$ cat src/rtl/object_launcher2.sv
// object_launcher2: producer side of the two-object motion interface.
// Each of the two slots cycles IDLE -> WAIT -> LOAD -> FLY -> WAIT ... .
// WAIT counts down a pseudo-random number of ticks. LOAD issues a one-cycle
// re-init pulse and latches fresh launch parameters from a shared LFSR.
// FLY enables motion until the object leaves the screen or is sliced.
module object_launcher2 #(
  parameter int          SCREEN_W  = 640,
  parameter int          SCREEN_H  = 480,
  parameter int          OBJ_H     = 48,
  parameter int          X_MARGIN  = 64,
  parameter int          VY_BASE   = 12,
  parameter int          GRAVITY   = 1,
  parameter int          DELAY_MIN = 8,
  parameter logic [15:0] LFSR_SEED = 16'hACE1
) (
  input  logic       clk,
  input  logic       rst,
  input  logic       en,
  input  logic       tick,
  input  logic       oob1,
  input  logic       oob2,
  input  logic       hit1,
  input  logic       hit2,
  output logic       load1,
  output logic       load2,
  output logic       moveen1,
  output logic       moveen2,
  output logic [9:0] initposx1,
  output logic [9:0] initposx2,
  output logic [9:0] initposy1,
  output logic [9:0] initposy2,
  output logic [9:0] initvx1,
  output logic [9:0] initvx2,
  output logic [9:0] initvy1,
  output logic [9:0] initvy2,
  output logic       initdx1,
  output logic       initdx2,
  output logic       initdy1,
  output logic       initdy2,
  output logic [9:0] ax1,
  output logic [9:0] ax2,
  output logic [9:0] ay1,
  output logic [9:0] ay2,
  output logic [1:0] adx1,
  output logic [1:0] adx2,
  output logic [1:0] ady1,
  output logic [1:0] ady2
);

  localparam logic [1:0] ST_IDLE = 2'd0;
  localparam logic [1:0] ST_WAIT = 2'd1;
  localparam logic [1:0] ST_LOAD = 2'd2;
  localparam logic [1:0] ST_FLY  = 2'd3;

  // A zero seed would lock the LFSR up, so it is replaced by the default.
  localparam logic [15:0] SEED    = (LFSR_SEED == 16'h0000) ? 16'hACE1 : LFSR_SEED;
  localparam logic [7:0]  DLY_MIN = 8'(DELAY_MIN);

  typedef struct packed {
    logic [9:0] posx;
    logic [9:0] posy;
    logic [9:0] vx;
    logic [9:0] vy;
    logic       dx;
    logic       dy;
    logic [9:0] ax;
    logic [9:0] ay;
    logic [1:0] adx;
    logic [1:0] ady;
  } launch_t;

  logic [15:0]      lfsr;
  logic [1:0][1:0]  state;
  logic [1:0][1:0]  state_nx;
  logic [1:0][7:0]  dcnt;
  logic [1:0]       oob_q;
  logic [1:0]       oob_in;
  logic [1:0]       hit_in;
  logic [1:0]       oob_rise;
  logic [1:0]       load_req;
  logic [1:0]       grant;
  logic [1:0]       fly_exit;
  logic [1:0]       wait_entry;
  launch_t          launch_nx;
  launch_t [1:0]    launch_q;

  assign oob_in   = {oob2, oob1};
  assign hit_in   = {hit2, hit1};
  assign oob_rise = oob_in & ~oob_q;

  // A slot asks to load once its countdown has reached zero in WAIT.
  assign load_req = {(state[1] == ST_WAIT) && (dcnt[1] == 8'd0),
                     (state[0] == ST_WAIT) && (dcnt[0] == 8'd0)};

  // Only one load per cycle: slot 1 wins, slot 2 retries the next cycle.
  assign grant = {load_req[1] & ~load_req[0], load_req[0]};

  // Leaving flight: fresh out-of-bound edge or a slice, counted once.
  assign fly_exit = {(state[1] == ST_FLY) && (oob_rise[1] || hit_in[1]),
                     (state[0] == ST_FLY) && (oob_rise[0] || hit_in[0])};

  // Every entry into WAIT reloads the countdown.
  assign wait_entry = {2{en}} & (fly_exit | {state[1] == ST_IDLE, state[0] == ST_IDLE});

  // Free-running Fibonacci LFSR (taps 16,14,13,11), advances even while en=0.
  always_ff @(posedge clk) begin
    // NOTE: sequential state uses non-blocking assignments so every register samples pre-edge values.
    if (rst) lfsr <= SEED;
    else     lfsr <= {lfsr[14:0], lfsr[15] ^ lfsr[13] ^ lfsr[12] ^ lfsr[10]};
  end

  // Launch parameters derived from the current LFSR word.
  always_comb begin
    // NOTE: a full default first keeps combinational blocks from inferring latches.
    launch_nx      = '0;
    launch_nx.posx = 10'(X_MARGIN) + {1'b0, lfsr[8:0]};
    launch_nx.posy = 10'(SCREEN_H - OBJ_H);
    launch_nx.vx   = {7'b0, lfsr[11:9]} + 10'd1;
    launch_nx.vy   = 10'(VY_BASE) + {7'b0, lfsr[14:12]};
    launch_nx.dx   = (launch_nx.posx < 10'(SCREEN_W / 2));
    launch_nx.dy   = 1'b0;
    launch_nx.ax   = 10'd0;
    launch_nx.adx  = 2'b00;
    launch_nx.ay   = 10'(GRAVITY);
    launch_nx.ady  = 2'b11;
  end

  // Per-slot next-state; a low en overrides everything and parks the slot.
  always_comb begin
    state_nx = state;
    for (int i = 0; i < 2; i++) begin
      case (state[i])
        ST_IDLE: state_nx[i] = ST_WAIT;
        ST_WAIT: if (grant[i]) state_nx[i] = ST_LOAD;
        ST_LOAD: state_nx[i] = ST_FLY;
        ST_FLY:  if (fly_exit[i]) state_nx[i] = ST_WAIT;
        default: state_nx[i] = ST_IDLE;
      endcase
      if (!en) state_nx[i] = ST_IDLE;
    end
  end

  // State, countdown and oob edge sampler. The sampler follows oob every
  // cycle, so in LOAD it already holds the present level and a level that is
  // high at launch does not count as an edge.
  always_ff @(posedge clk) begin
    if (rst) begin
      state <= '0;
      dcnt  <= '0;
      oob_q <= '0;
    end else begin
      state <= state_nx;
      oob_q <= oob_in;
      for (int i = 0; i < 2; i++) begin
        if (wait_entry[i])
          dcnt[i] <= DLY_MIN + {4'b0, lfsr[3:0]};
        else if (en && tick && (state[i] == ST_WAIT) && (dcnt[i] != 8'd0))
          dcnt[i] <= dcnt[i] - 8'd1;
      end
    end
  end

  // Launch registers capture during LOAD and hold otherwise (including en=0).
  always_ff @(posedge clk) begin
    if (rst) begin
      launch_q <= '0;
    end else begin
      for (int i = 0; i < 2; i++)
        if (state[i] == ST_LOAD) launch_q[i] <= launch_nx;
    end
  end

  assign load1     = (state[0] == ST_LOAD);
  assign load2     = (state[1] == ST_LOAD);
  assign moveen1   = (state[0] == ST_FLY);
  assign moveen2   = (state[1] == ST_FLY);

  assign initposx1 = launch_q[0].posx;
  assign initposy1 = launch_q[0].posy;
  assign initvx1   = launch_q[0].vx;
  assign initvy1   = launch_q[0].vy;
  assign initdx1   = launch_q[0].dx;
  assign initdy1   = launch_q[0].dy;
  assign ax1       = launch_q[0].ax;
  assign ay1       = launch_q[0].ay;
  assign adx1      = launch_q[0].adx;
  assign ady1      = launch_q[0].ady;

  assign initposx2 = launch_q[1].posx;
  assign initposy2 = launch_q[1].posy;
  assign initvx2   = launch_q[1].vx;
  assign initvy2   = launch_q[1].vy;
  assign initdx2   = launch_q[1].dx;
  assign initdy2   = launch_q[1].dy;
  assign ax2       = launch_q[1].ax;
  assign ay2       = launch_q[1].ay;
  assign adx2      = launch_q[1].adx;
  assign ady2      = launch_q[1].ady;

endmodule

$ cat config.mk
export PLATFORM = sky130hd
export DESIGN_NAME = object_launcher2
export DESIGN_NICKNAME = d
export VERILOG_FILES = /design/src/rtl/object_launcher2.sv
export SDC_FILE = /design/constraint.sdc
export NUM_CORES = 1
export LEC_CHECK = 0
export CAP_MARGIN = 20
export CORE_MARGIN = 2
export CORE_UTILIZATION = 45
export CTS_CLUSTER_SIZE = 16
export DETAILED_ROUTE_END_ITERATION = 6
export PLACE_DENSITY_LB_ADDON = 0.25
export SKIP_LAST_GASP = 1
export SLEW_MARGIN = 20
export SYNTH_ARGS = -nofsm -noshare
export SYNTH_HDL_FRONTEND = slang
export SYNTH_SLANG_ARGS = --single-unit
$ cat constraint.sdc
create_clock -name clk -period 2.6 [get_ports clk]
set_clock_uncertainty 0.15 [all_clocks]
set_input_delay 0.52 -clock clk [delete_from_list [all_inputs] [get_ports clk]]
set_output_delay 0.52 -clock clk [all_outputs]
set_load 0.01 [all_outputs]
Yosys cells after proc, flatten, opt, wreduce, memory -nomap -nowiden. Index checks and enable logic that the tools add are counted.

Bits in registers: 106. Input port bits: 8. Output and inout bits: 136. Word-level logic and storage cells: 79.

Add/sub/neg operators: 6. Order comparisons: 1. Equality and inequality tests: 10. Mux-type cells: 10. Bitwise gates (word level): 10. Reduce and logical (&&, ||, !) cells: 22.

Operators with widths (count): 8-bit two-way mux (4); 8-bit logical NOT (2); 2-bit case mux with 4 select lines (2); 8-bit nonzero test (2); 8-bit by 1-bit subtractor with 8-bit output (second input constant) (2); 7-bit by 9-bit adder with 10-bit output (first input constant) (1); 10-bit by 9-bit less-than comparator with 1-bit output (second input constant) (1); 1-bit logical AND (9); 2-bit equality test (second input constant) (4); 2-bit two-way mux (4); 4-bit by 3-bit adder with 5-bit output (first input constant) (1); 4-bit by 4-bit adder with 5-bit output (first input constant) (1); 3-bit by 1-bit adder with 4-bit output (second input constant) (1); 2-bit bitwise AND (2); 2-bit by 1-bit equality test with 1-bit output (second input constant) (2); 2-bit logical NOT (2); 2-bit by 1-bit != test with 1-bit output (second input constant) (2); 2-bit != test (second input constant) (2); 2-bit AND reduction (2); 2-bit nonzero test (2); 1-bit XOR (3); 1-bit logical OR (2); 1-bit NOT (2); 2-bit NOT (1); 3 further kinds (3).

Depth between registers and ports, before layout. Gate-level depths: netlist (run 1).

Depth after elaboration: 7. Gate-level depth with buffers: 7. Gate-level depth less buffers: 6.

Worst setup path before layout (run 1). No wires, ideal clock.

Path type: register to register. From: register state[3] in the netlist's numbering. To: register dcnt[11] in the netlist's numbering. Library setup time: 0.091 ns. Arrival: 1.629 ns. Required time: 2.359 ns. Slack: 0.730 ns. Stages on the path, launching flop included: 7. Path buffers: 0. Period minus slack after synthesis: 1.870 ns. Path through: dfxtp_1 inv_1 ha_1 and3_2 o21ai_4 or4b_1 a311oi_1.

Longest elaborated chain between the ends: 5. Elaborated cells on any way between the ends: 10. Those cells by class: 2 x eq/ne; 1 x mux; 2 x bitwise; 5 x reduce/logical.

RTL lines: start, declared (RTL line 73) `logic [1:0][1:0] state;`; start signal, assigned (RTL line 152) `state <= state_nx;`; 2-bit equality test (RTL line 99) `assign fly_exit = {(state[1] == ST_FLY) && (oob_rise[1] || hit_in[1]),`; 1-bit logical AND (RTL line 99); 2-bit bitwise OR (RTL line 103) `assign wait_entry = {2{en}} & (fly_exit | {state[1] == ST_IDLE, state[0] == ST_IDLE});`; 2-bit bitwise AND (RTL line 103); 8-bit two-way mux or 2-bit nonzero test (tied branches); end signal, assigned by index (RTL line 156) `dcnt[i] <= DLY_MIN + {4'b0, lfsr[3:0]};`; end signal, assigned by index (RTL line 158) `dcnt[i] <= dcnt[i] - 8'd1;`; end, declared (RTL line 75) `logic [1:0][7:0] dcnt;`.

Several ways; a longest one is shown, not always the timed one. A chain may end at the register's enable or synchronous reset.

Final worst setup path (run 1).
From: register state[2] in the netlist's numbering. To: output port load2.

Longest elaborated chain between the ends: 1.

RTL lines: 2-bit equality test (RTL line 174) `assign load2 = (state[1] == ST_LOAD);`; end, declared (RTL line 25) `output logic load2,`.

Every way passes these cells.

==> results of run 1 <==
placed cells by master (no fill, tap or decap), types with 5 or more instances in the layout:
| master | n |
|---|---|
| nor3_1 | 5 |
| conb_1 | 78 |
| inv_1 | 11 |
| nand2_1 | 6 |
| or2_2 | 7 |
| nor3b_1 | 5 |
| nor2b_1 | 11 |
| dfxtp_1 | 78 |
| ha_1 | 16 |
| xnor2_1 | 11 |
| nor2_1 | 56 |
| clkdlybuf4s50_1 | 64 |
| a211oi_1 | 17 |
| clkbuf_8 | 11 |
| mux2i_1 | 29 |
| buf_4 | 8 |
worst register-to-register path: stages (launching register included):
cell	delay, ns
dfxtp_1	0.35
inv_1	0.11
ha_1	0.29
and3_2	0.26
o21ai_4	0.08
or4b_1	0.47
a311oi_1	0.25
logic make-up after synthesis:
group	share of synthesized area, %
fa+ha+maj	4.97
xor+xnor	3.04
buf+inv	19.6
simple gates	16.4
compound gates	8.78
flops	38.7
other cells	0.0930
mux	8.32
flip-flops by register name (all words and copies together) (netlist names), 2 cells and up:
| name | count |
|---|---|
| initvy1 | 4 |
| state | 4 |
| initvx1 | 4 |
| initvy2 | 4 |
| oob_q | 2 |
| initvx2 | 4 |
| lfsr | 16 |
| dcnt | 16 |
| initposx1 | 10 |
| initposx2 | 10 |
metal layers:
metal / share of wire (%) / routed length (um)
met5: 0 / 0
met4: 0.73 / 54
met1: 48 / 3560
met3: 6.7 / 497
met2: 44 / 3280
cells in the mapped netlist, drive strengths merged (2+ instances only):
master and count:
dfxtp 78, ha 16, or3b 2, or3 4
o21ai 4, or2 8, a21boi 2, a211oi 18
nand2 6, o31ai 4, nor2 56, xor2 3
mux2 4, nor2b 11, nand3 3, and3 4
buf 97, or4 3, clkbuf 10, nand4 2
a21oi 4, xnor2 11, nor3 5, nor3b 6
inv 11, o2111ai 3, nor4 3, or4b 2
mux2i 29, o21a 2, nand2b 4, nand3b 2
where the power goes:
group	total (mW)	internal, mW	switching [mW]
sequential	1.40	1.30	0.100
clock	0.848	0.403	0.445
combinational	0.780	0.368	0.412
worst paths after layout:
path | depth (start not counted) | startpoint | slack [ns] | end
max | 3 | state[2]$_SDFFE_PP0P_ | 0.37 | load2
min | 2 | initvx2[0]$_SDFFE_PP0P_ | 0.33 | initvx2[0]$_SDFFE_PP0P_
max reg2reg | 6 | state[3]$_SDFFE_PP0P_ | 0.55 | dcnt[11]$_SDFFE_PP0P_
min reg2reg | 2 | initvx2[0]$_SDFFE_PP0P_ | 0.33 | initvx2[0]$_SDFFE_PP0P_
layout make-up:
| cell class | instances | area (um2) | share of cell area [%] |
|---|---|---|---|
| multi-input cells | 309 | 1970 | 42.8 |
| flip-flops and latches | 78 | 1560 | 34.0 |
| repair buffers | 73 | 706 | 15.4 |
| clock buffers | 12 | 155 | 3.38 |
| well taps | 108 | 135 | 2.94 |
| inverters | 11 | 41.3 | 0.898 |
| clock inverters | 4 | 30.0 | 0.653 |
==> results.md, run 1 <==
* Status: finished, final reports clean
* CP startpoint kind: flop
* #FFs+latches synth at 78
* CP Max Fanout at 5
* Worst skew pair latency at 0.34 ns
* Most used routing layer: met2
* Total power at 3.03 mW
* Synth top area share at 38.7%
* Largest stage delay on the critical path at 0.48 ns
* WL/cell at 12.4 um
* Fin. max-slew vios at 0
* Global-route wire length before repair at 11,900 um
* GRT Total Usage at 15.0%
* Hold-fix buffers, CTS at 0
* Worst hold slack at 0.332 ns
* Vias in the first global route at 2,477
* Main area contributors after synthesis: dfxtp_1 39%, buf_4 17%, mux2i_1 7.2%
* Resize count post-CTS at 0
* M3 GR Usage at 5.39%
* Cell Area, Placed at 4410 um2
* Crit-path slowest cell: clkdlybuf4s50_1
* Post-synthesis sequential area ratio at 38.7%
* Layout Nets at 506
* PD cells at 659 nW/um2
* Final Setup Violations at 0
* Worst Setup Slack, final at about 0.37 ns
* Max-cap viol count at 0
* Starting Density at a little under half
* Post-route ant nets at 0
* Vias per cell at 4.67
* DIE AREA at about 9700 um2
* Post-Route WL at roughly 7400 um
* Min cycle time layout at around 2.2 ns
* Cell Chain, Critical Path: inv_1 -> ha_1 -> clkdlybuf4s50_1
* Initial antenna violation count at 0
* CTS tree: yes
* Area Growth Syn to Fin at 14.0%
* Fill count at 808
* 1st-iter DRT viols at between 50 and 60
* Warning count from the yosys run at 0
* Largest net degree at the start of global routing at 38
* Synth Instances at 428
* # H-tree levels at 3
* Ys async rst share at 0%
* Met2 Use GR at 22.5%
* # IOs at roughly 140
* CTS Buffer Depth at 2
* Layout Cells excl Fill at ~600
* Yosys top cell by area: dfxtp_1
* Setup_tns at 0 ns
* Worst-Margin Slew at 0.540 ns
* Diode count at 0
* Post-CTS Repair Setup Buffers at 0
* Synthesized area per cell at between 9 and 10 um2
* DP HPWL at roughly 5300 um
* Dominant synthesized flop cell: dfxtp_1
* Clock Sink Count at 78
* Worst IR Drop VDD at 0.382 mV
* DP Cell Count at 579
* Critical path arrival at 1.56 ns
* DR vias at roughly 2.8k
* Count of unique library cells instantiated by Yosys at 57
* Die width at 98.7 um
* Crit path buf inv count at 2
* Place WS at between 0.15 and 0.2 ns
* Post-synth EDFFs at 0
* GRT overflow at 0
* Drc violations at 0
* Worst Setup End Kind: primary output
* Unrepaired setup endpoints after global routing: false
* Worst-path clk slew at around 0.080 ns
* Synthesized cell area at 4030 um2
* Fin util at 52.7%
* Lkg Pwr at approximately 1.8 nW
* Worst Hold Class: flop to flop
* Top delay family on crit path: buffers and inverters
* Fin crit share at ~86%
* Router iterations before antenna repair at 4
* Worst Path Required at 1.93 ns
* Finished Cell Area at 4600 um2
* TritonCTS Buffers at 9
* Max frequency at 448 MHz
* Crit Path Class: flop to primary output
* CORE AREA at 8720 um2
* Overall die height at 98.7 um
* Max-slew headroom at 63.9%
* Row cnt at 34
* Met1 Usage GRT at 20.1%
* Fraction of layout cells with a size suffix above 1 at 9.03%
* # port buffers at 65
* CTS root buffer: clkbuf_8
* Gpl congestion at 0.826
* Final hold viol count at 0
No activity file was read; power rests on OpenSTA's default activity.
==> run 2: changes to the inputs <==
- CORE_MARGIN: 2 -> unset
==> results.md, run 2 (same netlist as run 1, synthesis figures left out) <==
* Initial antenna violation count at 0
* Post-CTS Repair Setup Buffers at 0
* CP startpoint kind: flop
* Fraction of layout cells with a size suffix above 1 at 9.24%
* Max-slew headroom at 64.7%
* PD cells at 678 nW/um2
* TritonCTS Buffers at 9
* Clock Sink Count at 78
* Fill count at 799
* Worst-path clk slew at approximately 0.080 ns
* Diode count at 0
* Commonest non-fill, non-tap cells in the layout: 78 x conb_1, 78 x dfxtp_1, 64 x clkdlybuf4s50_1
* GRT Total Usage at 16.2%
* Largest registers: dcnt: 16 flops, lfsr: 16 flops
* Max-cap viol count at 0
* # H-tree levels at 3
* Pint at 2.12 mW
* Final hold viol count at 0
* Crit Path Class: flop to primary output
* Crit-path slowest cell: clkdlybuf4s50_1
* Row cnt at 34
* Worst Path Required at 1.93 ns
* Vias per cell at 4.66
* Worst Hold Class: primary input to flop
* Layout Nets at between 500 and 600
* 1st-iter DRT viols at 84
* DP HPWL at 5200 um
* GRT overflow at 0
* Min cycle time layout at 2.24 ns
* Lkg Pwr at 1.81 nW
* CTS tree: yes
* DIE AREA at 9340 um2
* Cell Chain, Critical Path: inv_1 -> ha_1 -> clkdlybuf4s50_1
* Worst IR Drop VDD at around 0.33 mV
* Worst skew pair latency at approximately 0.35 ns
* Resize count post-CTS at 0
* Status: finished, final reports clean
* Area Growth Syn to Fin at 14.5%
* Critical path arrival at 1.57 ns
* Total power at 3.13 mW
* Hold-fix buffers, CTS at 0
* Share of power burned in registers at 44.7%
* Fin. max-slew vios at 0
* Global-route wire length before repair at 12,300 um
* Post-route ant nets at 0
* Starting Density at 46.5%
* NetSw at 1.01 mW
* # port buffers at 65
* CORE AREA at 8680 um2
* Post-Route WL at 7500 um
* # IOs at approximately 140
* Largest net degree at the start of global routing at 45
* Vias in the first global route at 2,560
* CTS Buffer Depth at 2
* Final Setup Violations at 0
* Worst Setup End Kind: primary output
* Setup_tns at 0 ns
* Largest stage delay on the critical path at about 0.48 ns
* Clock Power Share at 30.0%
* Switch share at 32.1%
* Die width at 96.7 um
* Logic gate share of total power at ~25%
* Worst hold slack at 0.290 ns
* Worst-Margin Slew at roughly 0.53 ns
* Gpl congestion at 0.810
* Max frequency at between 400 and 500 MHz
* Drc violations at 0
* DR vias at 2,770
* WL/cell at roughly 13 um
* Fin crit share at ~86%
* CP Max Fanout at 5
* Overall die height at 96.7 um
* Unrepaired setup endpoints after global routing: false
* Router iterations before antenna repair at 4
* CTS root buffer: clkbuf_8
-- run 2: cell types whose count changed in the layout (fill, tap and decap cells not counted), sizes merged --
cell / before / now
clkbuf: 12 / 9
inv: 12 / 14
bufinv: 0 / 1
-- run 2: layout make-up --
cell class,instances,area [um2],area share [%]
Timing Repair Buffer,73,706,15.3
Clock inverter,7,80.1,1.73
Inverter,11,41.3,0.895
Tap cell,108,135,2.93
Sequential cell,78,1560,33.8
Clock buffer,9,124,2.68
Multi-Input combinational cell,309,1970,42.6
-- run 2: path summary, 6_finish.rpt --
kind | from | endpoint | slack, ns | cells after the start
max | state[0]$_SDFFE_PP0P_ | load1 | 0.36 | 3
min | rst | oob_q[0]$_SDFF_PP0_ | 0.29 | 2
max reg2reg | state[3]$_SDFFE_PP0P_ | dcnt[11]$_SDFFE_PP0P_ | 0.49 | 6
min reg2reg | initvx1[0]$_SDFFE_PP0P_ | initvx1[0]$_SDFFE_PP0P_ | 0.33 | 2
-- run 2: per-stage QoR --
step / setup slack, ns / std cells / util [%] / cell area [um2]
floorplan: 0.730 / 505 / - / 4320
global placement: 0.270 / 579 / 50.8 / 4410
detailed placement: 0.183 / 579 / 50.8 / 4410
CTS: 0.347 / 595 / 53.2 / 4620
global route: 0.285 / 595 / 53.2 / 4620
finish: 0.363 / 595 / 53.2 / 4620
-- run 2: power by group through the flow --
stage	Clock, mW	Sequential (mW)	Combinational [mW]
detailed placement	0	1.43	0.784
global placement	0	1.42	0.773
CTS	0.965	1.40	0.789
floorplan	0	1.43	0.618
finish	0.939	1.40	0.790
global route	1.01	1.42	0.862
-- run 2: worst max-delay path: cells and delay by family (launching register included) --
| family | cells | cell delay [ns] |
|---|---|---|
| adders and majority gates | 1 | 0.23 |
| buffers and inverters | 2 | 0.57 |
| DFF | 1 | 0.42 |
-- run 2: routing by layer --
layer,vias to the layer above,track usage (%),wire [um]
li1,1384,-,-
met1,1280,20.4,3520
met2,97,26.0,3420
met3,9,3.90,428
met4,0,8.04,131
met5,-,0,0
